--- src/rtl/sw_debounce.sv ---
// -----------------------------------------------------------------------------
// sw_debounce
//   Front-end conditioning for the board slide switches. Each raw pin passes
//   through a two-flop synchroniser and then a per-channel debounce FSM.
//   A channel's debounced level flips only after the synchronised input has
//   differed from it for STABLE_CYCLES consecutive cycles. One-cycle rise/fall
//   event pulses are emitted on every committed flip.
//
// Parameters
//   N_SW           number of independent switch channels
//   STABLE_CYCLES  consecutive mismatching cycles needed to commit (>= 1)
//   CNT_W          per-channel counter width, 2**CNT_W > STABLE_CYCLES-1
//
// Ports
//   clk         system clock, rising edge
//   rst         asynchronous, active-high reset
//   sw_raw      raw switch pins, asynchronous to clk
//   sw_db       debounced switch levels (registered)
//   sw_rise     one-cycle pulse per bit on a debounced 0->1
//   sw_fall     one-cycle pulse per bit on a debounced 1->0
//   sw_any_chg  one-cycle pulse when any bit rises or falls
//   evt_cnt     (only with SW_DEBOUNCE_EVENT_CNT_EN) 8-bit wrapping count of
//               committed rises on bit 0
//
// Build option
//   SW_DEBOUNCE_EVENT_CNT_EN  adds the evt_cnt port and its counter.
// -----------------------------------------------------------------------------
module sw_debounce #(
  parameter int N_SW          = 10,
  parameter int STABLE_CYCLES = 50000,
  parameter int CNT_W         = 16
) (
  input  logic            clk,
  input  logic            rst,
  input  logic [N_SW-1:0] sw_raw,
  output logic [N_SW-1:0] sw_db,
  output logic [N_SW-1:0] sw_rise,
  output logic [N_SW-1:0] sw_fall,
  output logic            sw_any_chg
`ifdef SW_DEBOUNCE_EVENT_CNT_EN
  ,
  output logic [7:0]      evt_cnt
`endif
);

  typedef enum logic {
    ST_STABLE  = 1'b0,
    ST_PENDING = 1'b1
  } state_e;

  localparam logic [CNT_W-1:0] CNT_LAST = CNT_W'(STABLE_CYCLES - 1);

  logic [N_SW-1:0]  s1;
  logic [N_SW-1:0]  s2;
  state_e           state_q [N_SW];
  state_e           state_d [N_SW];
  logic [CNT_W-1:0] cnt_q   [N_SW];
  logic [CNT_W-1:0] cnt_d   [N_SW];
  logic [N_SW-1:0]  db_d;
  logic [N_SW-1:0]  rise_d;
  logic [N_SW-1:0]  fall_d;

  // Two-flop synchroniser; only s2 is used downstream.
  // NOTE: sequential state uses non-blocking assignments so that s2 takes the
  // old s1 value, not the value written earlier in the same edge.
  always_ff @(posedge clk or posedge rst) begin
    if (rst) begin
      s1 <= '0;
      s2 <= '0;
    end else begin
      s1 <= sw_raw;
      s2 <= s1;
    end
  end

  // Next-state logic for all channels. In ST_STABLE the counter is always 0,
  // so a single-cycle debounce (STABLE_CYCLES == 1) commits straight away.
  always_comb begin
    // NOTE: every variable gets a default before any branch, otherwise paths
    // that do not assign it would infer latches.
    db_d   = sw_db;
    rise_d = '0;
    fall_d = '0;
    for (int i = 0; i < N_SW; i++) begin
      state_d[i] = state_q[i];
      cnt_d[i]   = cnt_q[i];
      unique case (state_q[i])
        ST_STABLE: begin
          if (s2[i] != sw_db[i]) begin
            if (STABLE_CYCLES == 1) begin
              db_d[i]   = s2[i];
              rise_d[i] = s2[i];
              fall_d[i] = ~s2[i];
            end else begin
              state_d[i] = ST_PENDING;
              cnt_d[i]   = CNT_W'(1);
            end
          end
        end
        ST_PENDING: begin
          if (s2[i] == sw_db[i]) begin
            // Glitch rejected: input came back before the count completed.
            state_d[i] = ST_STABLE;
            cnt_d[i]   = '0;
          end else if (cnt_q[i] == CNT_LAST) begin
            state_d[i] = ST_STABLE;
            cnt_d[i]   = '0;
            db_d[i]    = s2[i];
            rise_d[i]  = s2[i];
            fall_d[i]  = ~s2[i];
          end else begin
            cnt_d[i] = cnt_q[i] + CNT_W'(1);
          end
        end
        default: begin
          state_d[i] = ST_STABLE;
          cnt_d[i]   = '0;
        end
      endcase
    end
  end

  // Per-channel state and counters.
  // NOTE: the counter array is reset explicitly, element by element; a reset
  // mid-count must discard the pending change, so it cannot be left to power-up.
  always_ff @(posedge clk or posedge rst) begin
    if (rst) begin
      for (int i = 0; i < N_SW; i++) begin
        state_q[i] <= ST_STABLE;
        cnt_q[i]   <= '0;
      end
    end else begin
      for (int i = 0; i < N_SW; i++) begin
        state_q[i] <= state_d[i];
        cnt_q[i]   <= cnt_d[i];
      end
    end
  end

  // Registered outputs. sw_any_chg is taken from the same next-values so it
  // lines up with the rise/fall pulses.
  always_ff @(posedge clk or posedge rst) begin
    if (rst) begin
      sw_db      <= '0;
      sw_rise    <= '0;
      sw_fall    <= '0;
      sw_any_chg <= 1'b0;
    end else begin
      sw_db      <= db_d;
      sw_rise    <= rise_d;
      sw_fall    <= fall_d;
      sw_any_chg <= |(rise_d | fall_d);
    end
  end

`ifdef SW_DEBOUNCE_EVENT_CNT_EN
  // Press counter for bit 0; wraps naturally at 8 bits.
  always_ff @(posedge clk or posedge rst) begin
    if (rst) begin
      evt_cnt <= '0;
    end else begin
      evt_cnt <= evt_cnt + {7'd0, rise_d[0]};
    end
  end
`endif

endmodule
--- config.mk ---
export PLATFORM = sky130hd
export DESIGN_NAME = sw_debounce
export DESIGN_NICKNAME = d
export VERILOG_FILES = /design/src/rtl/sw_debounce.sv
export SDC_FILE = /design/constraint.sdc
export NUM_CORES = 1
export LEC_CHECK = 0
export CAP_MARGIN = 5
export CORE_ASPECT_RATIO = 0.75
export CORE_MARGIN = 5
export CORE_UTILIZATION = 59
export DETAILED_ROUTE_END_ITERATION = 16
export GPL_TIMING_DRIVEN = 1
export PLACE_DENSITY_LB_ADDON = 0.08
export SLEW_MARGIN = 20
export SYNTH_ARGS = -nofsm -noshare
export SYNTH_HDL_FRONTEND = slang
export SYNTH_SLANG_ARGS = --single-unit
--- constraint.sdc ---
create_clock -name clk -period 9 [get_ports clk]
set_input_delay 1.35 -clock clk [delete_from_list [all_inputs] [get_ports clk]]
set_output_delay 1.35 -clock clk [all_outputs]
set_load 0.02 [all_outputs]
==> results of run 1 <==
==> logic make-up (layout without fill, tap and decap cells) <==
group,after synthesis,count (layout),share of synthesized area
xor+xnor,30,30,0.0238
fa+ha+maj,10,10,0.0113
simple gates,506,506,0.255
buf+inv,65,119,0.0247
flops,221,221,0.500
mux,23,23,0.0219
compound gates,294,294,0.163
==> per-stage QoR <==
step / std cells / hold slack, ns / area, um2
2_1_floorplan: 1149 / 0.331 / 11100
3_3_place_gp: 1409 / 0.333 / 11700
3_5_place_dp: 1409 / 0.335 / 11700
4_1_cts: 1450 / 0.349 / 12500
5_1_grt: 1450 / 0.354 / 12500
6_report: 1450 / 0.348 / 12500
==> sequential cells by signal, summed over array words and instances, names as in the netlist <==
signal	cells
state_q	10
sw_any_chg	1
sw_fall	10
s2	10
sw_rise	10
s1	10
sw_db	10
cnt_q	160
==> power groups by stage <==
stage | sequential, mW | combinational [mW] | clock [mW]
2_1_floorplan | 1.06 | 0.0946 | 0
3_3_place_gp | 1.07 | 0.119 | 0
3_5_place_dp | 1.07 | 0.123 | 0
4_1_cts | 1.05 | 0.123 | 1.04
5_1_grt | 1.05 | 0.142 | 1.08
6_report | 1.05 | 0.121 | 1.01
==> placed cells by master (no fill, tap or decap), drive strengths merged, types with 4 or more instances in the layout <==
| cell | instances |
|---|---|
| or4b | 8 |
| nand4b | 11 |
| and4 | 8 |
| a211oi | 7 |
| clkdlybuf4s50 | 42 |
| xnor2 | 7 |
| nand2 | 124 |
| xor2 | 23 |
| bufinv | 4 |
| nor2 | 55 |
| nor4 | 18 |
| nand3 | 82 |
| nand4 | 25 |
| a21o | 26 |
| nor4bb | 6 |
| o22ai | 4 |
| and2 | 10 |
| nor3 | 50 |
| or4bb | 6 |
| nor3b | 21 |
| and3 | 22 |
| or2 | 20 |
| dfrtp | 221 |
| a31oi | 32 |
| a21oi | 47 |
| clkbuf | 33 |
| o21ai | 120 |
| a22o | 29 |
| mux2 | 10 |
| o21a | 11 |
| ha | 10 |
| mux2i | 13 |
| inv | 33 |
| nand2b | 4 |
| buf | 4 |
| or3 | 27 |
| o31ai | 5 |
==> final timing paths <==
kind,from,to,depth (start not counted)
min reg2reg,s1[5],s2[5],0
min in group asynchronous,rst,sw_fall[8],2
min,s1[5],s2[5],0
max in group asynchronous,rst,cnt_q[130],3
max,sw_db[0],sw_db[0],1
max reg2reg,cnt_q[149],cnt_q[149],6
==> layout make-up <==
cell class / count / area, um2
Clock buffer: 33 / 673
Clock inverter: 8 / 144
Fill cell: 1419 / 5960
Inverter: 32 / 128
Multi-Input combinational cell: 863 / 5260
Sequential cell: 221 / 5530
Tap cell: 247 / 309
Timing Repair Buffer: 46 / 450
==> cells in the mapped netlist, types with 7 or more instances <==
cell	instances
nor3_1	50
a21oi_1	47
a22o_1	29
xor2_1	23
and4_1	8
nand2_1	124
and3_1	21
mux2_2	10
a31oi_1	32
xnor2_1	7
a21o_1	23
nor3b_1	21
nand3_1	82
nand4b_1	11
and2_1	10
buf_2	8
or2_2	16
o21a_1	11
clkbuf_1	21
ha_1	10
nand4_1	25
a211oi_1	7
or3_1	27
mux2i_1	13
nor2_1	54
dfrtp_1	221
nor4_1	10
inv_1	32
o21ai_0	115
==> layer usage <==
| metal | GRT usage | vias up |
|---|---|---|
| met3 | 0.0310 | 27 |
| met5 | 0 | - |
| met1 | 0.338 | 4325 |
| met4 | 0.0463 | 0 |
| met2 | 0.317 | 183 |
| li1 | - | 4344 |
==> impl_metrics.yaml, run 1 <==
route:
  m1WireLength_mm: 11.6
  drc: 0
  route.met3.wl_um: 948
  wire_per_inst_um: 15.8
  vias_per_cell: 6.12
  wl_mm: 23.0
  drt_iter0_drc: 784
  wl_met2_mm: 10.1
  ant_nets: 0
  drt_pass1_iterations: 5
  num_vias: 8879
  dr.max_layer_used: "met4"
synthesis:
  synthDistinctLibCells: 64
  seq_area_frac_synth: 0.500
  syn_inst: 1149
  yosysWarnings: 0
  netlist_area_mm2: 0.0111
  yosysTopAreaCellShare: 0.500
  synth_seq_cells: 221
  ys_top_cells_by_area: "dfrtp_1 (50%), o21ai_0 (5.2%), nand2_1 (4.2%)"
  netlist.top_cell.by_area: "dfrtp_1"
  synth_edf_count: 0
  syn_avg_cell_area_um2: 9.63
  synthArstFlopShare: 1.00
  syn_nets: 1171
  synth-main-ff-cell: "dfrtp_1"
outcome:
  status: "finished, final reports clean"
power_and_ir_drop:
  total_power_mw: 2.18
  internal_power_mw: 1.70
  ir_drop_v: 0.000146
  p_leak_nw: 5.18
  swShare: 0.223
  power_density_mw_per_mm2: 175
  p_seq_frac: 0.481
  power_frac_clock: 0.464
  switchingPower_mw: 0.487
  combPwrFrac: 0.056
critical_path:
  r2r_slack_ns: 6.60
  crit_fanout: 5
  cp.required_ns: 7.65
  crit_path_top_delay_cell: "clkdlybuf4s50_1"
  crit_type: "reg2out"
  slowest_delay_ns: 0.66
  start_kind: "register"
  critPathCaptureType: "primary output"
  worstPathArrival_ns: 1.59
  path_cells: "clkdlybuf4s50_1"
  cp_top_family: "buffers and inverters"
  worst-path-buf-inv: 1
timing:
  period_minus_slack_ns: 2.94
  setup-violations-final: 0
  slew_headroom: 0.274
  worst_slack_ns: 6.06
  drv_slew: 0
  finalHoldViolations: 0
  fin_crit_sh: 0.326
  rsz0062_at_grt: "no"
  tns_ns: 0
  skew_ns: 0.0257
  max_freq_mhz: 341
  worst_pin_slew_ns: 1.08
die:
  start_util: 0.599
  row_count: 43
  ios: 43
  die_area_mm2: 0.0216
  die_w_um: 168
  core_area_mm2: 0.0185
  die_h_um: 129
placement:
  numPortBuffers: 42
  dp_hpwl_mm: 15.2
  pre_cts_slack_ns: 5.74
  gp_congestion: 0.839
global_route:
  grt_pass1_vias: 8087
  grt_pass1_wl_mm: 40.0
  antenna_found_initial: 0
  global_route.usage.total: 0.214
  grt-ovfl-total: 0
  grt_max_degree: 82
run:
  cap_violations: 0
clocking:
  clkLatencyLatePin_ns: 0.51
  clk_pin_slew_ns: 0.06
  numCtsBuffers: 23
  cts_tree: "done"
  cts_sinks: 221
  ctsLongestPathBuffers: 3
  htreeDepth: 1
  root_buffer: "clkbuf_16"
  cts_resized: 0
  hold_buffers: 0
  postCtsSetupBuffers: 0
final_layout:
  postLayoutCoreUtil: 0.677
  insertedDiodeCount: 0
  synthToLayoutAreaGrowth_pct: 12.9
  nNetsFinal: 1209
  drive_gt1_frac: 0.0723
min_path:
  hold_path.class: "reg2reg"
Power figures use the tool's default switching activity.
==> run 2: changes to the inputs <==
clock period = 3 ns   (was 9 ns; I/O delays follow)
==> run 2 against run 1 <==
  * First-iteration DRC count down 0.26%
  * Clock power rose to 2.7 times the previous value
  * Global-route usage down 0.14 points
  * Core utilization up 0.34 points
  * Non-clock buffer count up 14
  * Power rose to 2.9 times the previous value
  * Setup slack worse by 5.4 ns
  * Worst hold slack worse by 0.00088 ns
  * Flip-flop and latch count unchanged
  * Design area up 0.50%
  * Critical endpoint is now cnt_q[149]
  * Largest power group unchanged
==> impl_metrics.yaml, run 2 (synthesis gave the netlist of run 1 again) <==
final_layout:
  fillers: 1453
  final_common_cell: "dfrtp_1"
  synthToLayoutAreaGrowth_pct: 13.5
  insertedDiodeCount: 0
  nNetsFinal: 1223
  largest-register: "cnt_q"
  layout_common_cells: "dfrtp_1 (221), nand2_1 (124), o21ai_0 (115), nand3_1 (82), nor2_1 (54)"
  postLayoutCoreUtil: 0.680
  regArea_mm2: 0.00553
  largest_register_ffs: 160
  multiInputGateArea_mm2: 0.00526
  drive_gt1_frac: 0.0824
global_route:
  grt-ovfl-total: 0
  grt_pass1_wl_mm: 39.8
  grt_max_degree: 48
  antenna_found_initial: 0
  global_route.usage.total: 0.213
  grt_pass1_vias: 8262
clocking:
  root_buffer: "clkbuf_16"
  cts_sinks: 221
  clk_pin_slew_ns: 0.06
  cts_resized: 0
  ctsLongestPathBuffers: 3
  cts_tree: "done"
  postCtsSetupBuffers: 0
  numCtsBuffers: 23
  hold_buffers: 0
  htreeDepth: 1
  clkLatencyLatePin_ns: 0.50
outcome:
  status: "finished, final reports clean"
route:
  drt_iter0_drc: 782
  num_vias: 8945
  drt_pass1_iterations: 6
  ant_nets: 0
  wl_mm: 23.0
  drc: 0
  vias_per_cell: 6.13
  wire_per_inst_um: 15.7
timing:
  max_freq_mhz: 427
  worst_pin_slew_ns: 0.974
  drv_slew: 0
  holdWs_ns: 0.347
  setup-violations-final: 0
  period_minus_slack_ns: 2.34
  slew_headroom: 0.348
  fin_crit_sh: 0.781
  rsz0062_at_grt: "no"
  tns_ns: 0
  finalHoldViolations: 0
  skew_ns: 0.00979
power_and_ir_drop:
  internal_power_mw: 4.82
  ir_drop_v: 0.000433
  swShare: 0.234
  p_seq_frac: 0.501
  p_leak_nw: 5.21
  switchingPower_mw: 1.47
  combPwrFrac: 0.061
  power_frac_clock: 0.438
  power_density_mw_per_mm2: 501
  total_power_mw: 6.29
die:
  die_area_mm2: 0.0216
  ios: 43
  die_h_um: 129
  core_area_mm2: 0.0185
  row_count: 43
  start_util: 0.599
  die_w_um: 168
placement:
  numPortBuffers: 42
  dp_hpwl_mm: 15.5
  gp_congestion: 0.868
critical_path:
  crit_fanout: 10
  start_kind: "register"
  crit_type: "reg2reg"
  cp.required_ns: 3.38
  worstPathArrival_ns: 2.73
  critPathCaptureType: "register"
min_path:
  hold_path.class: "reg2reg"
run:
  cap_violations: 0
## run 2: cell types whose count changed in the layout (fill, tap and decap cells not counted), sizes merged
cell | before | now
clkinvlp | 0 | 4
bufinv | 4 | 1
inv | 33 | 32
clkbuf | 33 | 29
buf | 4 | 18
## run 2: worst paths after layout
path,slack [ns],cells past startpoint,end,from
max in group asynchronous,1.87,3,cnt_q[123],rst
worst min register to register,0.35,0,s2[5],s1[5]
worst max register to register,0.66,6,cnt_q[149],cnt_q[149]
worst max-delay path,0.66,6,cnt_q[149],cnt_q[149]
min in group asynchronous,0.40,2,cnt_q[76],rst
worst min-delay path,0.35,0,s2[5],s1[5]
## run 2: layout make-up
cell class                 count  area share
tap                          247      0.0246
clock inverter                 8     0.00638
sequential                   221       0.440
clock buffer                  29      0.0516
multi-input combinational    863       0.419
timing repair buffer          60      0.0482
inverter                      32     0.00987
## run 2: per-layer routing
layer,GRT usage,part of all wire
met5,0,0
met2,0.315,0.43
met1,0.337,0.51
met3,0.0347,0.044
met4,0.0367,0.013
## run 2: power by group through the flow
stage | clock network (mW) | logic, mW | registers [mW]
final | 2.75 | 0.385 | 3.15
after global routing | 2.96 | 0.441 | 3.16
after CTS | 2.82 | 0.389 | 3.15
after detailed placement | 0 | 0.386 | 3.20
after global placement | 0 | 0.375 | 3.20
after floorplan | 0 | 0.284 | 3.18
## run 2: critical path, cell delays in order, from the launching register on
cell and delay (ns):
dfrtp_1 0.42, or4bb_1 0.58, nor4_2 0.36, nor2_1 0.24
buf_4 0.22, a21o_1 0.17, a22o_1 0.22
## run 2: metrics by stage
stage	area (um2)	worst slack, ns	std cells
floorplan	11100	-0.332	1149
global placement	11800	0.749	1423
detailed placement	11800	0.711	1423
CTS	12600	0.674	1460
global route	12600	0.477	1460
finish	12600	0.658	1460
==> run 3: changes to the inputs <==
CORE_UTILIZATION = 55   (was 59)
clock period = 2.12 ns   (was 3 ns; I/O delays follow)
==> run 3 against run 2 <==
  * Global-route usage fell by 0.17 points
  * Final cell count increased by 6.3%
  * First-iteration DRC count decreased by 0.64%
  * Clock-buffer cell count rose by 3
  * Sequential share of layout area decreased by 2.6 points
  * Die area rose by 6.8%
  * Design area is 6.2% higher
  * Fmax grew 15%
  * Critical path type unchanged
  * Critical endpoint is now sw_db[8]
==> impl_metrics.yaml, run 3 (synthesis gave the netlist of run 1 again) <==
outcome:
  status: "finished, final reports clean"
route:
  vias_per_cell: 5.94
  wire_per_inst_um: 15.8
  wl_mm: 24.5
  drt_pass1_iterations: 5
  drt_iter0_drc: 777
  drc: 0
  ant_nets: 0
  num_vias: 9224
die:
  ios: 43
  die_area_mm2: 0.0231
  die_h_um: 133
  die_w_um: 174
  core_area_mm2: 0.0195
  row_count: 44
  start_util: 0.566
critical_path:
  cp.required_ns: 2.50
  crit_type: "reg2reg"
  critPathCaptureType: "register"
  worstPathArrival_ns: 2.42
  path_cells: "or4b_4, nor4_4, buf_4, nand2_1, mux2_2"
  rr_endpoint: "sw_db[8]"
  crit_fanout: 5
  worstRegToRegCells: 5
  cp-startpoint: "cnt_q[20]"
  slowest_delay_ns: 0.56
  start_kind: "register"
  crit_path_end: "sw_db[8]"
  crit_path_top_delay_cell: "or4b_4"
  worstReg2RegStart: "cnt_q[20]"
  r2r_slack_ns: 0.08
timing:
  skew_ns: 0.0131
  setup-violations-final: 0
  tns_ns: 0
  finalHoldViolations: 0
  fin_crit_sh: 0.960
  max_freq_mhz: 491
  drv_slew: 0
  slew_headroom: 0.286
  rsz0062_at_grt: "yes"
  period_minus_slack_ns: 2.04
  worst_slack_ns: 0.0849
  worst_pin_slew_ns: 1.07
final_layout:
  layout_common_cells: "dfrtp_1 (221), nand2_1 (124), o21ai_0 (115), buf_4 (95), nand3_1 (81)"
  drive_gt1_frac: 0.149
  nNetsFinal: 1305
  synthToLayoutAreaGrowth_pct: 20.5
  largest-register: "cnt_q"
  final_common_cell: "dfrtp_1"
  insertedDiodeCount: 0
  largest_register_ffs: 160
power_and_ir_drop:
  ir_drop_v: 0.000537
  power_density_mw_per_mm2: 696
  p_leak_nw: 5.73
  total_power_mw: 9.28
clocking:
  ctsLongestPathBuffers: 3
  cts_tree: "done"
  cts_sinks: 221
  clk_pin_slew_ns: 0.06
  hold_buffers: 0
  numCtsBuffers: 23
  htreeDepth: 1
  clkLatencyLatePin_ns: 0.50
  root_buffer: "clkbuf_16"
placement:
  gp_congestion: 0.886
  numPortBuffers: 42
  dp_hpwl_mm: 17.1
  pre_cts_slack_ns: -0.0949
global_route:
  grt_max_degree: 51
  grt_pass1_vias: 8560
  grt-ovfl-total: 0
  antenna_found_initial: 0
  grt_pass1_wl_mm: 42.2
  global_route.usage.total: 0.211
run:
  cap_violations: 0
min_path:
  hold_start: "sw_raw[7]"
  hold_path.class: "in2reg"
  worstHoldPathCells: 1
[run 3: cell count changes in the layout (fill, tap and decap cells not counted), moves of 5 or more]
cell / previous run / this run
buf_4: 14 / 95
clkbuf_1: 1 / 7
nor2_2: 1 / 6
nor2_1: 54 / 47
[run 3: per-layer routing]
| metal | global-route usage | vias up | part of all wire |
|---|---|---|---|
| met1 | 0.330 | 4428 | 0.50 |
| met3 | 0.0345 | 29 | 0.052 |
| met4 | 0.0418 | 0 | 0.017 |
| met5 | 0 | - | 0 |
| li1 | - | 4540 | - |
| met2 | 0.313 | 227 | 0.43 |
[run 3: worst max-delay path: cells and delay by family (launching register included)]
family | cells | cell delay (ns)
muxes | 1 | 0.30
DFF | 1 | 0.43
and+or+nand+nor | 3 | 1.02
buffers and inverters | 1 | 0.17
[run 3: final cells by class]
| type | instances | area (um2) |
|---|---|---|
| fill | 1516 | 6210 |
| inverter | 32 | 124 |
| clock buffer | 32 | 629 |
| tap | 253 | 317 |
| sequential | 221 | 5530 |
| timing repair buffer | 142 | 1230 |
| clock inverter | 9 | 154 |
| multi-input combinational | 863 | 5340 |
[run 3: worst min path at each step]
stage	to	slack (ns)
after detailed placement	s2[9]	0.34
final	s1[7]	0.25
after CTS	s1[7]	0.23
after floorplan	s2[0]	0.33
after global routing	s1[9]	0.24
after global placement	s2[9]	0.33
[run 3: timing repair]
action | 4_1_cts | 5_1_grt
resized for setup | 3 | 17
pin swaps | 0 | 4
hold endpoints to repair | 0 | 0
buffers inserted | 0 | 4
setup endpoints to repair | 11 | 50
[run 3: power by group]
part	switching, mW	total [mW]	internal, mW
Sequential	0.124	4.45	4.33
Clock	1.63	4.19	2.56
Combinational	0.363	0.629	0.266
[run 3: metrics by stage]
step | instances | utilization | hold WS [ns] | instance area, um2
finish | 1552 | 0.682 | 0.253 | 13300
global route | 1552 | 0.682 | 0.240 | 13300
CTS | 1548 | 0.677 | 0.233 | 13200
detailed placement | 1507 | 0.636 | 0.336 | 12400
global placement | 1507 | 0.636 | 0.333 | 12400
floorplan | 1149 | - | 0.331 | 11100
